==> config.mk <==
export PLATFORM = sky130hd
export DESIGN_NAME = gpr_file_bypass
export DESIGN_NICKNAME = d
export VERILOG_FILES = /design/src/rtl/gpr_pkg.sv /design/src/rtl/gpr_file_bypass_scoreboard.sv /design/src/rtl/gpr_file_bypass.sv
export SDC_FILE = /design/constraint.sdc
export NUM_CORES = 2
export LEC_CHECK = 0
export ABC_AREA = 1
export CAP_MARGIN = 25
export CORE_UTILIZATION = 35
export CTS_CLUSTER_DIAMETER = 120
export CTS_CLUSTER_SIZE = 12
export DETAILED_ROUTE_END_ITERATION = 16
export PLACE_DENSITY_LB_ADDON = 0.12
export SKIP_CTS_REPAIR_TIMING = 1
export SLEW_MARGIN = 40
export SYNTH_ARGS = -nofsm -noshare
export SYNTH_HDL_FRONTEND = slang
export SYNTH_SLANG_ARGS = --single-unit
==> constraint.sdc <==
create_clock -name Clk -period 4 [get_ports Clk]
set_input_delay 0.8 -clock Clk [delete_from_list [all_inputs] [get_ports Clk]]
set_output_delay 0.8 -clock Clk [all_outputs]
set_load 0.01 [all_outputs]
==> src/rtl/gpr_pkg.sv <==
// Shared defaults and helpers for the general-purpose register file slice.
package gpr_pkg;

  localparam int GPR_DATA_W = 32;
  localparam int GPR_ADDR_W = 5;
  localparam int GPR_PC_W   = 32;
  localparam int REG_ZERO   = 0;

  function automatic int slice_lo(input int idx, input int width);
    return idx * width;
  endfunction

endpackage

==> src/rtl/gpr_file_bypass_scoreboard.sv <==
// Pending-write scoreboard: one bit per register, set by decode reservation,
// cleared by writeback, with per-read-port busy lookups.
module gpr_scoreboard
  import gpr_pkg::*;
#(
  parameter int ADDR_W = GPR_ADDR_W,
  parameter int NRD    = 2
) (
  input  logic                  Clk,
  input  logic                  Reset,
  input  logic                  ResvEn,
  input  logic [ADDR_W-1:0]     ResvA,
  input  logic                  WE,
  input  logic [ADDR_W-1:0]     WA,
  input  logic [NRD*ADDR_W-1:0] RA,
  output logic [NRD-1:0]        Busy
);

  localparam int DEPTH = 2 ** ADDR_W;

  logic [DEPTH-1:0] pending;
  logic             clr_en;
  logic             set_en;

  assign clr_en = WE && (WA != ADDR_W'(REG_ZERO));
  assign set_en = ResvEn && (ResvA != ADDR_W'(REG_ZERO));

  // Set is applied after clear so a new producer reserving the register a
  // retiring write just released keeps it pending.
  always_ff @(posedge Clk) begin
    if (Reset) begin
      pending <= '0;
    end else begin
      if (clr_en) pending[WA]    <= 1'b0;
      if (set_en) pending[ResvA] <= 1'b1;
    end
  end

  for (genvar i = 0; i < NRD; i++) begin : g_busy
    logic [ADDR_W-1:0] ra;
    assign ra      = RA[slice_lo(i, ADDR_W) +: ADDR_W];
    assign Busy[i] = pending[ra] && !(WE && (WA == ra))
                     && (ra != ADDR_W'(REG_ZERO));
  end

endmodule

==> src/rtl/gpr_file_bypass.sv <==
// Register file with combinational read ports, write-to-read bypass,
// hazard scoreboard and a registered write-trace record.
module gpr_file_bypass
  import gpr_pkg::*;
#(
  parameter int DATA_W = GPR_DATA_W,
  parameter int ADDR_W = GPR_ADDR_W,
  parameter int NRD    = 2,
  parameter int PC_W   = GPR_PC_W
) (
  input  logic                  Clk,
  input  logic                  Reset,
  input  logic [NRD*ADDR_W-1:0] RA,
  output logic [NRD*DATA_W-1:0] RD,
  output logic [NRD-1:0]        Busy,
  input  logic                  ResvEn,
  input  logic [ADDR_W-1:0]     ResvA,
  input  logic                  WE,
  input  logic [ADDR_W-1:0]     WA,
  input  logic [DATA_W-1:0]     WD,
  input  logic [PC_W-1:0]       WPC,
  output logic                  TrValid,
  output logic [PC_W-1:0]       TrPC,
  output logic [ADDR_W-1:0]     TrA,
  output logic [DATA_W-1:0]     TrD
);

  localparam int DEPTH = 2 ** ADDR_W;

  logic [DATA_W-1:0] regs [DEPTH];
  logic              wr_en;

  assign wr_en = WE && (WA != ADDR_W'(REG_ZERO));

  always_ff @(posedge Clk) begin
    if (Reset) begin
      for (int r = 0; r < DEPTH; r++) regs[r] <= '0;
    end else if (wr_en) begin
      regs[WA] <= WD;
    end
  end

  // Register 0 is forced to zero on read so it never depends on array state.
  for (genvar i = 0; i < NRD; i++) begin : g_rd
    logic [ADDR_W-1:0] ra;
    logic [DATA_W-1:0] rd;
    assign ra = RA[slice_lo(i, ADDR_W) +: ADDR_W];
    always_comb begin
      rd = regs[ra];
      if (ra == ADDR_W'(REG_ZERO)) rd = '0;
      else if (wr_en && (WA == ra)) rd = WD;
    end
    assign RD[slice_lo(i, DATA_W) +: DATA_W] = rd;
  end

  gpr_scoreboard #(
    .ADDR_W (ADDR_W),
    .NRD    (NRD)
  ) u_scoreboard (
    .Clk    (Clk),
    .Reset  (Reset),
    .ResvEn (ResvEn),
    .ResvA  (ResvA),
    .WE     (WE),
    .WA     (WA),
    .RA     (RA),
    .Busy   (Busy)
  );

  always_ff @(posedge Clk) begin
    if (Reset) begin
      TrValid <= 1'b0;
      TrPC    <= '0;
      TrA     <= '0;
      TrD     <= '0;
    end else begin
      TrValid <= wr_en;
      if (wr_en) begin
        TrPC <= WPC;
        TrA  <= WA;
        TrD  <= WD;
      end
    end
  end

endmodule

Word-level counts from Yosys, hierarchy flattened
Memory sizes are Yosys's and may differ from the RTL's.
Index checks and enable logic that the tools add are counted.
{ "word_totals": {"regBits": 102, "ramBits": 1024, "wordCells": 61, "in_bits": 88, "n_memories": 1} }
{ "op_classes": {"n_reduce_logical": 21, "mux": 23, "bitwise": 3, "n_eq_ne": 2, "magnitude_cmp": 6} }
{ "memory_table": {"columns": ["memory", "words", "width", "read_ports", "rd_ports_with_merged_regs", "wr", "line_no", "rtl"], "rows": [
  ["regs", 32, 32, 2, 0, 32, "gpr_file_bypass.sv:30", "logic [DATA_W-1:0] regs [DEPTH];"]
]} }
{ "ops": {"columns": ["op", "count"], "rows": [
  ["$mux 32", 8],
  ["$and 32x32->32", 1],
  ["$not 32->32", 1],
  ["$or 32x32->32", 1],
  ["$reduce_or 32->1", 1],
  ["$lt 5x6->1 const B", 4],
  ["$reduce_bool 5->1", 4],
  ["$logic_and 1x1->1", 12],
  ["$bmux 1 s5", 2],
  ["$demux 1 s5", 2],
  ["$eq 5x5->1", 2],
  ["$ge 5x1->1 const B", 2],
  ["$logic_not 5->1", 2],
  ["$mux 1", 10],
  ["$mux 5", 1],
  ["$logic_not 1->1", 2]
]} }

Depth between registers and ports, before layout
{ "logic_depth": {"word_depth": 10, "ltp_mapped": 12} }

Modules after synthesis
A second synthesis with hierarchy kept.
{ "hier_totals": {"hier_cells": 8101, "hier_area_um2": 62615.1} }
{ "by_module_without_submodules": {"columns": ["mod", "cells_per_inst", "instances", "area_each_um2"], "rows": [
  ["gpr_file_bypass", 7737, 1, 60394.2],
  ["gpr_scoreboard", 364, 1, 2220.9]
]} }

Worst setup path before layout
No wires, ideal clock.
{ "synth_path": {"kind": "input port to flip-flop", "start": "in WA[4]", "end": "mem regs[22][0] (netlist bit), enable pin", "path_buffers": 2, "setup_ns": 0.389, "arrival_time_ns": 2.644, "required_ns": 3.611, "setup_slack_ns": 0.966, "path_stages": 6, "path_cell_list": "buf_2 -> inv_1 -> nor4_4 -> nand3_1 -> clkbuf_1 -> nand2_1"} }
{ "synth_rtl": {"columns": ["item", "line_no", "rtl"], "rows": [
  ["start, declared", "gpr_file_bypass.sv:19", "input logic [ADDR_W-1:0] WA,"],
  ["end, declared", "gpr_file_bypass.sv:30", null]
]} }

Worst setup path in the final report
{ "layout_path": {"start": "in RA[1]", "end": "out RD[11]"} }
{ "layout_between": {"elab_chain_len": 4, "word_cells_on_any_way": 6, "classes_between": "1 x eq/ne; 2 x mux; 2 x reduce/logical; 1 x memory"} }
{ "layout_rtl": {"columns": ["item", "line_no", "rtl"], "rows": [
  ["start, declared", "gpr_file_bypass.sv:13", "input logic [NRD*ADDR_W-1:0] RA,"],
  ["branches (longest 3 deep; another with $mem_v2 32x32)", null, null],
  ["$mux 32 *", "gpr_file_bypass.sv:50", "if (ra == ADDR_W'(REG_ZERO)) rd = '0;"],
  ["end, declared", "gpr_file_bypass.sv:14", "output logic [NRD*DATA_W-1:0] RD,"]
]} }
Mark *: on every way between the ends.

==> results by group <==
Power and ir drop
  • Power Dens Cells: just under 400 nW/µm²
  • Worst supply voltage drop on vdd: approximately 330 µV
  • Lkg Pwr: roughly 0.03 µW
  • Total design power: approximately 28000 µW

Route
  • Number of remaining DRC errors: 0
  • First-pass iteration count of the detailed router: 7
  • Mean number of vias per cell: 5.597
  • Detailed router's first-iteration violation count: between 7k and 8k
  • Avg WL per Cell: between 20 and 30 µm
  • Detail Route Antenna Nets: 0
  • Via total after detailed routing: around 57k
  • Aggregate routed wire length: 274800 µm

GRT
  • Number of antenna violations at the first check in global routing: 3
  • Number of global-route vias before repair: around 53k
  • Global-route wire length before repair: between 300000 and 400000 µm
  • Largest net degree at the start of global routing: about 110
  • Global route overflow: 0
  • GRT Overall Usage: 0.2980

Finish
  • Area Growth Syn to Fin: 18.96%
  • Commonest non-fill, non-tap cell in the layout: nor2_1
  • Antenna Cells: 0
  • Share of final-layout standard cells stronger than drive strength 1: 0.1090
  • Layout filler cell count: about 17k
  • Final Net Count: just under 8k
  • Top library cells by usage in the layout, fill and taps aside: nor2_1, nand2_1, nand3_1

Setup path
  • Reg-to-Reg Start: TrA[3]
  • CP Max Fanout: 34
  • Worst setup EP type: primary output
  • CP cell instances: buf_8, inv_8, buf_12, buf_4, nand3_1, nand3_1, nand3_1, nand3_4, nand3_1, buf_4, a21oi_1, clkdlybuf4s50_1
  • WP data required: 3200 ps
  • Startpoint types: input port
  • Cell at the slowest stage of the critical path: clkdlybuf4s50_1
  • Delay of the slowest critical-path stage: 550 ps
  • Cell mode on critical path: nand3_1
  • Worst flop-to-flop path endpoint: TrA[3]
  • Number of cells traversed by the worst register-to-register path: 4
  • Critical Setup Path Class: input port to primary output
  • R2r setup slk: approximately 2900 ps
  • Arrival time of the worst setup path: roughly 3200 ps

Logic synthesis
  • Yosys cell types: 35
  • Synth Warn #: 0
  • Sequential-to-total area share from yosys stat: 0.5280
  • Mapped Cells: 7612
  • Post-synth design cell area: approximately 62000 µm²
  • Post-Synthesis Mean Instance Area: just over 8 µm²
  • Synthesized flop and latch total: approximately 1.1k

Floorplanning
  • Die Y: 423.2 µm
  • Top Ports: ~220
  • Total number of placement rows: 154
  • Initial cell density of the core: 0.3526
  • Die X: ~420 µm
  • Area enclosed by the die boundary: 179100 µm²
  • Standard cell core area: 176100 µm²

STA
  • Slack of the critical path: ~8 ps
  • Post-layout minimum cycle time: 3992 ps
  • Hold violation total from the final report: 0
  • Rel. slew slack: 0.4462
  • Final slew viol count: 0
  • Final setup violation count: 0
  • Worst-Margin Slew: 830.6 ps
  • Clock Skews: 0 ps
  • Part of the cycle the worst path needs: 0.9980
  • Max Freq: 0.2505 GHz
  • Worst-case hold slack: between 400 and 500 ps
  • Unrepaired setup endpoints after global routing: yes
  • Sum of negative setup slack: 0 ps

CTS
  • Clock Root Buffer: clkbuf_16
  • Num CTS Buffers: ~100
  • Insertion delay to the later sink of the worst-skew pair: 740 ps
  • TritonCTS clock tree: done
  • Number of clock sinks: between 1k and 1.5k
  • Buffer levels on the longest clock path: 3
  • Total number of H-tree levels: 3
  • Worst-path clk slew: approximately 60 ps

Placement
  • Number of buffers inserted by port buffering: around 220
  • Half-perimeter wire length after detailed placement: ~180000 µm
  • Final Wtd Congestion: 0.9879
  • Setup slack after placement: -257.3 ps

Outcome
  • Result of the run: complete, no violations

Worst hold path
  • WHS Path Cells: 2
  • Hold_sp: u_scoreboard.pending[0]
  • Worst hold path type: flip-flop to flip-flop
  • End of the worst hold path: u_scoreboard.pending[0]

Job
  • Maximum Capacitance Violations: 0
-- worst max path at each step --
stage,from,to,slack (ps),cells after the start
after floorplan,WA[4],regs[22][0],970,6
after global placement,WA[0],RD[45],-260,11
after detailed placement,WA[0],RD[45],-260,11
after CTS,WA[0],RD[45],-270,11
after global routing,RA[0],RD[24],-20,13
final,RA[1],RD[11],8,12
-- layer usage --
metal / vias to the layer above / global-route usage / routed length (µm)
li1: 25940 / - / -
met1: 27990 / 0.3931 / 111700
met2: 2835 / 0.4700 / 123900
met3: 487 / 0.05467 / 24840
met4: 2 / 0.1440 / 14360
met5: - / 0 / 13
-- synth_stat cells, drive strengths merged --
library cell,number,area share
or2,74,0.0075
nor2,1324,0.081
nand3,1161,0.095
dfxtp,102,0.033
clkinv,3,0.00018
o32ai,1,0.00014
clkbuf,362,0.022
o211ai,447,0.054
o21ai,425,0.034
buf,327,0.026
xor2,4,0.00056
a211oi,3,0.00036
nand3b,2,0.00024
o221ai,1,0.00014
conb,1,0.000060
nand2,1250,0.076
xnor2,1,0.00014
a21oi,346,0.028
o22ai,13,0.0013
nand4,5,0.00060
edfxtp,1024,0.50
nor4,2,0.00068
nor3,13,0.0013
inv,721,0.044
-- through the flow --
step	cell area, µm²	std cells	utilization
floorplan	62220	7643	-
global placement	70480	10050	0.4002
detailed placement	70490	10050	0.4002
CTS	73480	10230	0.4173
global route	73880	10230	0.4195
finish	73880	10230	0.4195
-- power breakdown --
group	internal [µW]	switching [µW]
clock network	4860	4810
logic	1730	3380
registers	13500	256
total	20000	8450
-- registers in the layout, indices dropped and copies added (netlist names) --
| signal | flops |
|---|---|
| TrD | 32 |
| TrPC | 32 |
| regs | 1024 |
| u_scoreboard.pending | 32 |
| TrValid | 1 |
| TrA | 5 |
-- cells by family after synthesis --
kind of cell | share of synthesized area
buffers and inverters | 0.09183
other | 0.00006038
flip-flops | 0.5280
AND/OR/NAND/NOR | 0.2613
XOR/XNOR | 0.0007051
AO/OA/AOI/OAI | 0.1181
-- critical path: cells and delay by family --
family	cells	cell delay [ps]
AOI/OAI and AO/OA	1	130
and+or+nand+nor	5	800
buffers and inverters	6	1420
-- cell type report --
cell class                 instances  area, µm²  share of cell area
clock inverter                     9      155.1            0.002100
clock buffer                     168       2843             0.03848
sequential                      1126      32790              0.4438
tap                             2340       2928             0.03963
inverter                         724       2755             0.03729
multi-input combinational       5104      24140              0.3268
timing repair buffer             757       8267              0.1119
(Power assumes the default switching activity.)
